$ cat src/rtl/watch2count.sv
// watch2count: converts hr/min/s/ms fields into a total ms pulse count over a 5-cycle shift-add FSM
module watch2count #(
  parameter int BITS = 26
) (
  input  logic            clk,
  input  logic            nreset,
  input  logic            in_valid,
  output logic            in_ready,
  input  logic [10:0]     ms,
  input  logic [6:0]      s,
  input  logic [6:0]      min,
  input  logic [3:0]      hr,
  output logic            out_valid,
  input  logic            out_ready,
  output logic [BITS-1:0] count,
  output logic            err,
  output logic            ovf
);
  typedef enum logic [2:0] {IDLE, MUL_MIN, MUL_S, MUL_MS, OUT} state_t;
  state_t            r_state, w_state_nxt;
  logic [26:0]       r_acc, w_mul60, w_mul1000;
  logic [10:0]       r_ms;
  logic [6:0]        r_s, r_min;
  logic              r_err, r_ovf;
  logic [BITS-1:0]   r_count;
  assign in_ready  = r_state == IDLE;
  assign out_valid = r_state == OUT;
  assign count     = r_count;
  assign err       = r_err;
  assign ovf       = r_ovf;
  // acc*60 = (acc<<6)-(acc<<2); acc*1000 = (acc<<10)-(acc<<4)-(acc<<3)
  assign w_mul60   = (r_acc << 6) - (r_acc << 2) + 27'(r_state == MUL_MIN ? r_min : r_s);
  assign w_mul1000 = (r_acc << 10) - (r_acc << 4) - (r_acc << 3) + 27'(r_ms);
  always_comb begin
    w_state_nxt = r_state;
    case (r_state)
      IDLE:    w_state_nxt = in_valid ? MUL_MIN : IDLE;
      MUL_MIN: w_state_nxt = MUL_S;
      MUL_S:   w_state_nxt = MUL_MS;
      MUL_MS:  w_state_nxt = OUT;
      OUT:     w_state_nxt = out_ready ? IDLE : OUT;
      default: w_state_nxt = IDLE;
    endcase
  end
  always_ff @(posedge clk or negedge nreset) begin
    if (!nreset) r_state <= IDLE;
    else         r_state <= w_state_nxt;
  end
  always_ff @(posedge clk or negedge nreset) begin
    if (!nreset) begin
      r_acc   <= '0;
      r_ms    <= '0;
      r_s     <= '0;
      r_min   <= '0;
      r_err   <= 1'b0;
      r_ovf   <= 1'b0;
      r_count <= '0;
    end else begin
      case (r_state)
        IDLE: if (in_valid) begin
          r_acc <= 27'(hr);
          r_ms  <= ms;
          r_s   <= s;
          r_min <= min;
          r_err <= (ms > 11'd999) || (s > 7'd59) || (min > 7'd59) || (hr > 4'd9);
        end
        MUL_MIN, MUL_S: r_acc <= w_mul60;
        MUL_MS: begin
          r_acc   <= w_mul1000;
          r_count <= r_err ? '0 : w_mul1000[BITS-1:0];
          r_ovf   <= !r_err && ((w_mul1000 >> BITS) != 27'd0);
        end
        default: ;
      endcase
    end
  end
endmodule

$ cat config.mk
export PLATFORM = sky130hd
export DESIGN_NAME = watch2count
export DESIGN_NICKNAME = d
export VERILOG_FILES = /design/src/rtl/watch2count.sv
export SDC_FILE = /design/constraint.sdc
export NUM_CORES = 1
export LEC_CHECK = 0
export CAP_MARGIN = 20
export CORE_MARGIN = 2
export CORE_UTILIZATION = 33
export CTS_BUF_LIST = sky130_fd_sc_hd__clkbuf_2
export CTS_CLUSTER_DIAMETER = 80
export DETAILED_ROUTE_END_ITERATION = 8
export HOLD_SLACK_MARGIN = 0.03
export PLACE_DENSITY = 0.49
export SYNTH_ARGS = -nofsm -noshare
export SYNTH_HDL_FRONTEND = slang
export SYNTH_SLANG_ARGS = --single-unit
$ cat constraint.sdc
create_clock -name clk -period 9.9 [get_ports clk]
set_input_delay 1.98 -clock clk [delete_from_list [all_inputs] [get_ports clk]]
set_output_delay 1.98 -clock clk [all_outputs]
set_load 0.01 [all_outputs]
==> results.sh, run 1 <==
export IMPL_outcome="finished, final reports clean"
export IMPL_mostFrequentLayoutCell="ha_1"
export IMPL_core_area_um2=20200
export IMPL_multi_input_area_um2=4390
export IMPL_totalWireLength_um=17800
export IMPL_portBuffers=62
export IMPL_clk_latency_ns=0.60
export IMPL_slew_viol_final=0
export IMPL_async_reset_ff_frac=1.00
export IMPL_crit_path_end_kind="output port"
export IMPL_start_util=0.335
export IMPL_rows=52
export IMPL_fp_dieW_um=147
export IMPL_htreeDepth=3
export IMPL_postCtsSetupBuffers=0
export IMPL_synth_edff_count=0
export IMPL_grt_pass1_vias=5603
export IMPL_first_pass_iters=5
export IMPL_setup_violations=0
export IMPL_regToRegSetupSlack_ns=5.83
export IMPL_ys_seq_area_frac=0.296
export IMPL_final_nets=915
export IMPL_synth_seq_cells=80
export IMPL_syn_nets=858
export IMPL_die_y_um=147
export IMPL_hold_depth=2
export IMPL_drive_gt1_frac=0.0812
export IMPL_antenna_found_initial=1
export IMPL_grt_max_degree=81
export IMPL_cts_resized=0
export IMPL_yosysTopAreaCellShare=0.296
export IMPL_drt_iter0_markers=280
export IMPL_reg2reg_to="r_acc[23]$_DFFE_PN0P_"
export IMPL_finalCriticalPeriod_ns=4.08
export IMPL_cap_violations=0
export IMPL_busiest_layer="met2"
export IMPL_max_slew_margin=0.426
export IMPL_cts_buffers=9
export IMPL_grt_total_usage=0.170
export IMPL_tritoncts="built"
export IMPL_crit_arrival_ns=2.10
export IMPL_use_met2=0.295
export IMPL_drc=0
export IMPL_cts_sinks=80
export IMPL_synth_top_cell_by_area="dfrtp_1"
export IMPL_r2r_start="r_state[2]$_DFF_PN0_"
export IMPL_period_share=0.412
export IMPL_areaGrowthSynthToFinish_pct=15.3
export IMPL_min_from="count[8]$_DFFE_PN0N_"
export IMPL_use_met3=0.0276
export IMPL_num_vias=5502
export IMPL_hold_violations=0
export IMPL_synthTopCellsByArea="dfrtp_1 30%, ha_1 16%, fa_1 7.1%"
export IMPL_root_buffer="clkbuf_2"
export IMPL_skew_ns=0.0422
export IMPL_clk_pin_slew_worst_paths_ns=0.23
export IMPL_fmax_mhz=245
export IMPL_final_cell_mix="86 x ha_1, 80 x dfrtp_1, 74 x inv_1"
export IMPL_gp_congestion=0.857
export IMPL_syn_area_per_cell_um2=9.45
export IMPL_ys_types=66
export IMPL_synth_ff_type="dfrtp_1"
export IMPL_wl_per_cell_um=17.0
export IMPL_place_hpwl_um=14100
export IMPL_cp_max_fo=8
export IMPL_clock_path_buffers=2
export IMPL_fill_cells=2046
export IMPL_r2r_cells=12
export IMPL_cp_start_kind="flop"
export IMPL_ios=63
export IMPL_grt_setup_unrepaired="false"
export IMPL_syn_inst=715
export IMPL_hold_buffers=0
export IMPL_synth_warnings=0
export IMPL_dieArea_um2=21600
export IMPL_cp_data_required_time_ns=7.92
export IMPL_worstSetupPathType="flop to output port"
export IMPL_hold_path_class="flop to flop"
export IMPL_use_met1=0.216
export IMPL_syn_area_um2=6760
export IMPL_min_to="count[8]$_DFFE_PN0N_"
export IMPL_gr_total_overflow=0
export IMPL_fin_setup_tns_ns=0
export IMPL_seq_area_um2=2000
export IMPL_ant_nets=0
export IMPL_grt_pass1_wl_um=29000
export IMPL_worst_slew_pin_slew_ns=0.857
export IMPL_viasPerCell=5.25
## per-layer routing
layer	wire (um)	vias up	part of all wire
li1	-	2661	-
met1	7860	2703	0.44
met2	8990	110	0.50
met3	527	28	0.030
met4	439	0	0.025
met5	0	-	0
## final cells by class
| type | count | area share |
|---|---|---|
| inverter | 75 | 0.0361 |
| tap | 270 | 0.0433 |
| clock buffer | 9 | 0.00578 |
| sequential | 80 | 0.257 |
| timing repair buffer | 69 | 0.0886 |
| antenna | 2 | 0.000642 |
| multi-input combinational | 537 | 0.563 |
| clock inverter | 6 | 0.00578 |
## state kept, by name (all words and copies together), names as in the netlist
register  flops
count        26
err           1
ovf           1
r_acc        24
r_min         7
r_ms         11
r_s           7
r_state       3
## cell usage after synthesis (8+ instances only)
library cell and number:
o221ai_1 10, o21a_1 10, nand4_1 8, nand2_1 62, nor2_1 35, nor3_1 12
a211oi_1 8, nand2b_1 13, dfrtp_1 80, a21o_1 15, xnor2_1 29, clkbuf_1 17
o31ai_1 11, fa_1 24, inv_1 74, xor2_1 9, a22o_1 10, o21ai_0 38
o21ai_1 9, mux2_2 24, a21oi_1 37, ha_1 86
## per-stage QoR
stage          hold slack (ns)  setup slack (ns)  instance area (um^2)  cells   util
2_1_floorplan            0.456              6.36                  6760    715      -
3_3_place_gp             0.456              5.94                  7670   1030  0.380
3_5_place_dp             0.460              5.87                  7670   1030  0.380
4_1_cts                  0.510              5.77                  7760   1045  0.385
5_1_grt                  0.542              5.52                  7790   1048  0.386
6_report                 0.506              5.82                  7790   1048  0.386
## cells by family (layout without fill, tap and decap cells)
group	count (synthesis)	count (layout)	synth area share
buffers and inverters	98	159	0.0550
flip-flops	80	80	0.296
adder cells (fa/ha/maj)	110	110	0.230
multiplexers	30	30	0.0489
AND/OR/NAND/NOR	161	161	0.114
XOR/XNOR	38	38	0.0493
AO/OA/AOI/OAI	198	198	0.206
other	0	2	0
## critical path: stages, from the launching register on
cell and delay [ns]:
dfrtp_1 0.53, nor2_1 0.26, nand2_1 0.11, inv_1 0.08, clkdlybuf4s50_1 0.53
## worst max-delay path by stage
stage / startpoint / endpoint / slack [ns]
6_report: r_state[1]$_DFF_PN0_ / out_valid / 5.82
5_1_grt: r_state[2]$_DFF_PN0_ / r_acc[23]$_DFFE_PN0P_ / 5.52
4_1_cts: r_state[1]$_DFF_PN0_ / out_valid / 5.77
3_5_place_dp: r_state[2]$_DFF_PN0_ / r_acc[23]$_DFFE_PN0P_ / 5.87
3_3_place_gp: r_state[2]$_DFF_PN0_ / r_acc[23]$_DFFE_PN0P_ / 5.94
2_1_floorplan: r_state[1]$_DFF_PN0_ / r_acc[13]$_DFFE_PN0P_ / 6.36
Power of run 1 is not shown: default switching activity piles up to over one toggle a cycle in this logic, so the estimate is an artifact.
==> run 2, diff against run 1 <==
--- a/config.mk
+++ b/config.mk
@@ -12,7 +12,7 @@
 export CTS_CLUSTER_DIAMETER = 80
 export DETAILED_ROUTE_END_ITERATION = 8
 export HOLD_SLACK_MARGIN = 0.03
-export PLACE_DENSITY = 0.49
+export PLACE_DENSITY = 0.51
 export SYNTH_ARGS = -nofsm -noshare
 export SYNTH_HDL_FRONTEND = slang
 export SYNTH_SLANG_ARGS = --single-unit
==> constraint.sdc (replaced) <==
create_clock -name clk -period 3.73 [get_ports clk]
set_input_delay 0.746 -clock clk [delete_from_list [all_inputs] [get_ports clk]]
set_output_delay 0.746 -clock clk [all_outputs]
set_load 0.01 [all_outputs]
==> results.sh, run 2 (synthesis gave the netlist of run 1 again) <==
export IMPL_outcome="finished, final reports clean"
export IMPL_worst_slew_pin_slew_ns=0.954
export IMPL_htreeDepth=3
export IMPL_clock_path_buffers=2
export IMPL_dieArea_um2=21600
export IMPL_start_util=0.335
export IMPL_clk_pin_slew_worst_paths_ns=0.26
export IMPL_whs_ns=0.238
export IMPL_areaGrowthSynthToFinish_pct=22.6
export IMPL_gr_total_overflow=0
export IMPL_max_slew_margin=0.364
export IMPL_critPathTopFamily="compound AO/OA/AOI/OAI gates"
export IMPL_crit_path_end_kind="flop"
export IMPL_grt_total_usage=0.170
export IMPL_setup_violations=0
export IMPL_wl_per_cell_um=17.2
export IMPL_skew_ns=0.0352
export IMPL_worst_path_buf_inv=3
export IMPL_place_hpwl_um=14600
export IMPL_hold_buffers=0
export IMPL_drc=0
export IMPL_cp_start_kind="flop"
export IMPL_crit_arrival_ns=4.19
export IMPL_ant_nets=0
export IMPL_totalWireLength_um=18600
export IMPL_pre_cts_ws_ns=0.0282
export IMPL_grt_pass1_wl_um=29100
export IMPL_cts_buffers=9
export IMPL_first_pass_iters=5
export IMPL_slowest_delay_ns=0.51
export IMPL_final_nets=949
export IMPL_cts_sinks=80
export IMPL_hold_path_class="primary input to async pin"
export IMPL_portBuffers=62
export IMPL_rows=52
export IMPL_antenna_found_initial=1
export IMPL_mostFrequentLayoutCell="ha_1"
export IMPL_slew_viol_final=0
export IMPL_largest_reg_flops=26
export IMPL_cap_violations=0
export IMPL_fp_dieW_um=147
export IMPL_hold_violations=0
export IMPL_core_area_um2=20200
export IMPL_drive_gt1_frac=0.160
export IMPL_viasPerCell=5.30
export IMPL_tritoncts="built"
export IMPL_gp_congestion=0.842
export IMPL_final_cell_mix="78 x ha_1, 73 x inv_1, 73 x dfrtp_1"
export IMPL_period_share=0.979
export IMPL_fmax_mhz=274
export IMPL_final_util=0.411
export IMPL_grt_max_degree=74
export IMPL_drt_iter0_markers=274
export IMPL_cp_cell_sequence="buf_4 -> fa_1 -> inv_1 -> fa_1 -> ha_4 -> a21oi_2 -> o211a_1 -> o22ai_2 -> o41ai_4 -> buf_4 -> a21oi_2 -> a221oi_2 -> xnor2_1 -> a22o_1"
export IMPL_cp_max_fo=4
export IMPL_die_y_um=147
export IMPL_fin_ws_ns=0.0781
export IMPL_root_buffer="clkbuf_2"
export IMPL_worstSetupPathType="flop to flop"
export IMPL_crit_path_top_delay_cell="dfrtp_2"
export IMPL_clk_latency_ns=0.62
export IMPL_fin_setup_tns_ns=0
export IMPL_ios=63
export IMPL_finalCriticalPeriod_ns=3.65
export IMPL_num_vias=5735
export IMPL_grt_pass1_vias=5674
export IMPL_cp_data_required_time_ns=4.26
==> run 2: final timing paths <==
path / end / cells after the start / slack [ns] / start
worst max-delay path: count[25]$_DFFE_PN0N_ / 14 / 0.08 / r_acc[5]$_DFFE_PN0P_
worst min-delay path: r_acc[22]$_DFFE_PN0P_ / 1 / 0.24 / nreset
worst max register to register: count[25]$_DFFE_PN0N_ / 14 / 0.08 / r_acc[5]$_DFFE_PN0P_
worst min register to register: count[8]$_DFFE_PN0N_ / 2 / 0.51 / count[8]$_DFFE_PN0N_
max in group asynchronous: r_acc[17]$_DFFE_PN0P_ / 2 / 2.81 / nreset
min in group clk: count[8]$_DFFE_PN0N_ / 2 / 0.51 / count[8]$_DFFE_PN0N_
==> run 2: layout make-up <==
type | instances | area (um^2)
Timing Repair Buffer | 103 | 942
Sequential cell | 80 | 2010
Multi-Input combinational cell | 537 | 4600
Clock buffer | 9 | 45.0
Tap cell | 270 | 338
Clock inverter | 7 | 60.1
Antenna cell | 1 | 2.50
Fill cell | 2039 | 11900
Inverter | 75 | 282
==> run 2: repair_timing <==
action / 4_1_cts / 5_1_grt
setup buffers: 0 / 16
endpoints found under the setup margin: 2 / 12
gates resized for setup: 2 / 42
pin swaps: 1 / 19
==> run 2: metal layers <==
| metal | share of wire | track usage |
|---|---|---|
| met5 | 0 | 0 |
| met3 | 0.035 | 0.0276 |
| met1 | 0.43 | 0.210 |
| met2 | 0.52 | 0.305 |
| met4 | 0.021 | 0.0538 |
==> run 2: through the flow <==
stage | cells | area (um^2)
6_report | 1082 | 8280
5_1_grt | 1082 | 8280
4_1_cts | 1066 | 7940
3_5_place_dp | 1050 | 7820
3_3_place_gp | 1050 | 7820
2_1_floorplan | 715 | 6760
Power of run 2 is left out for the same reason.
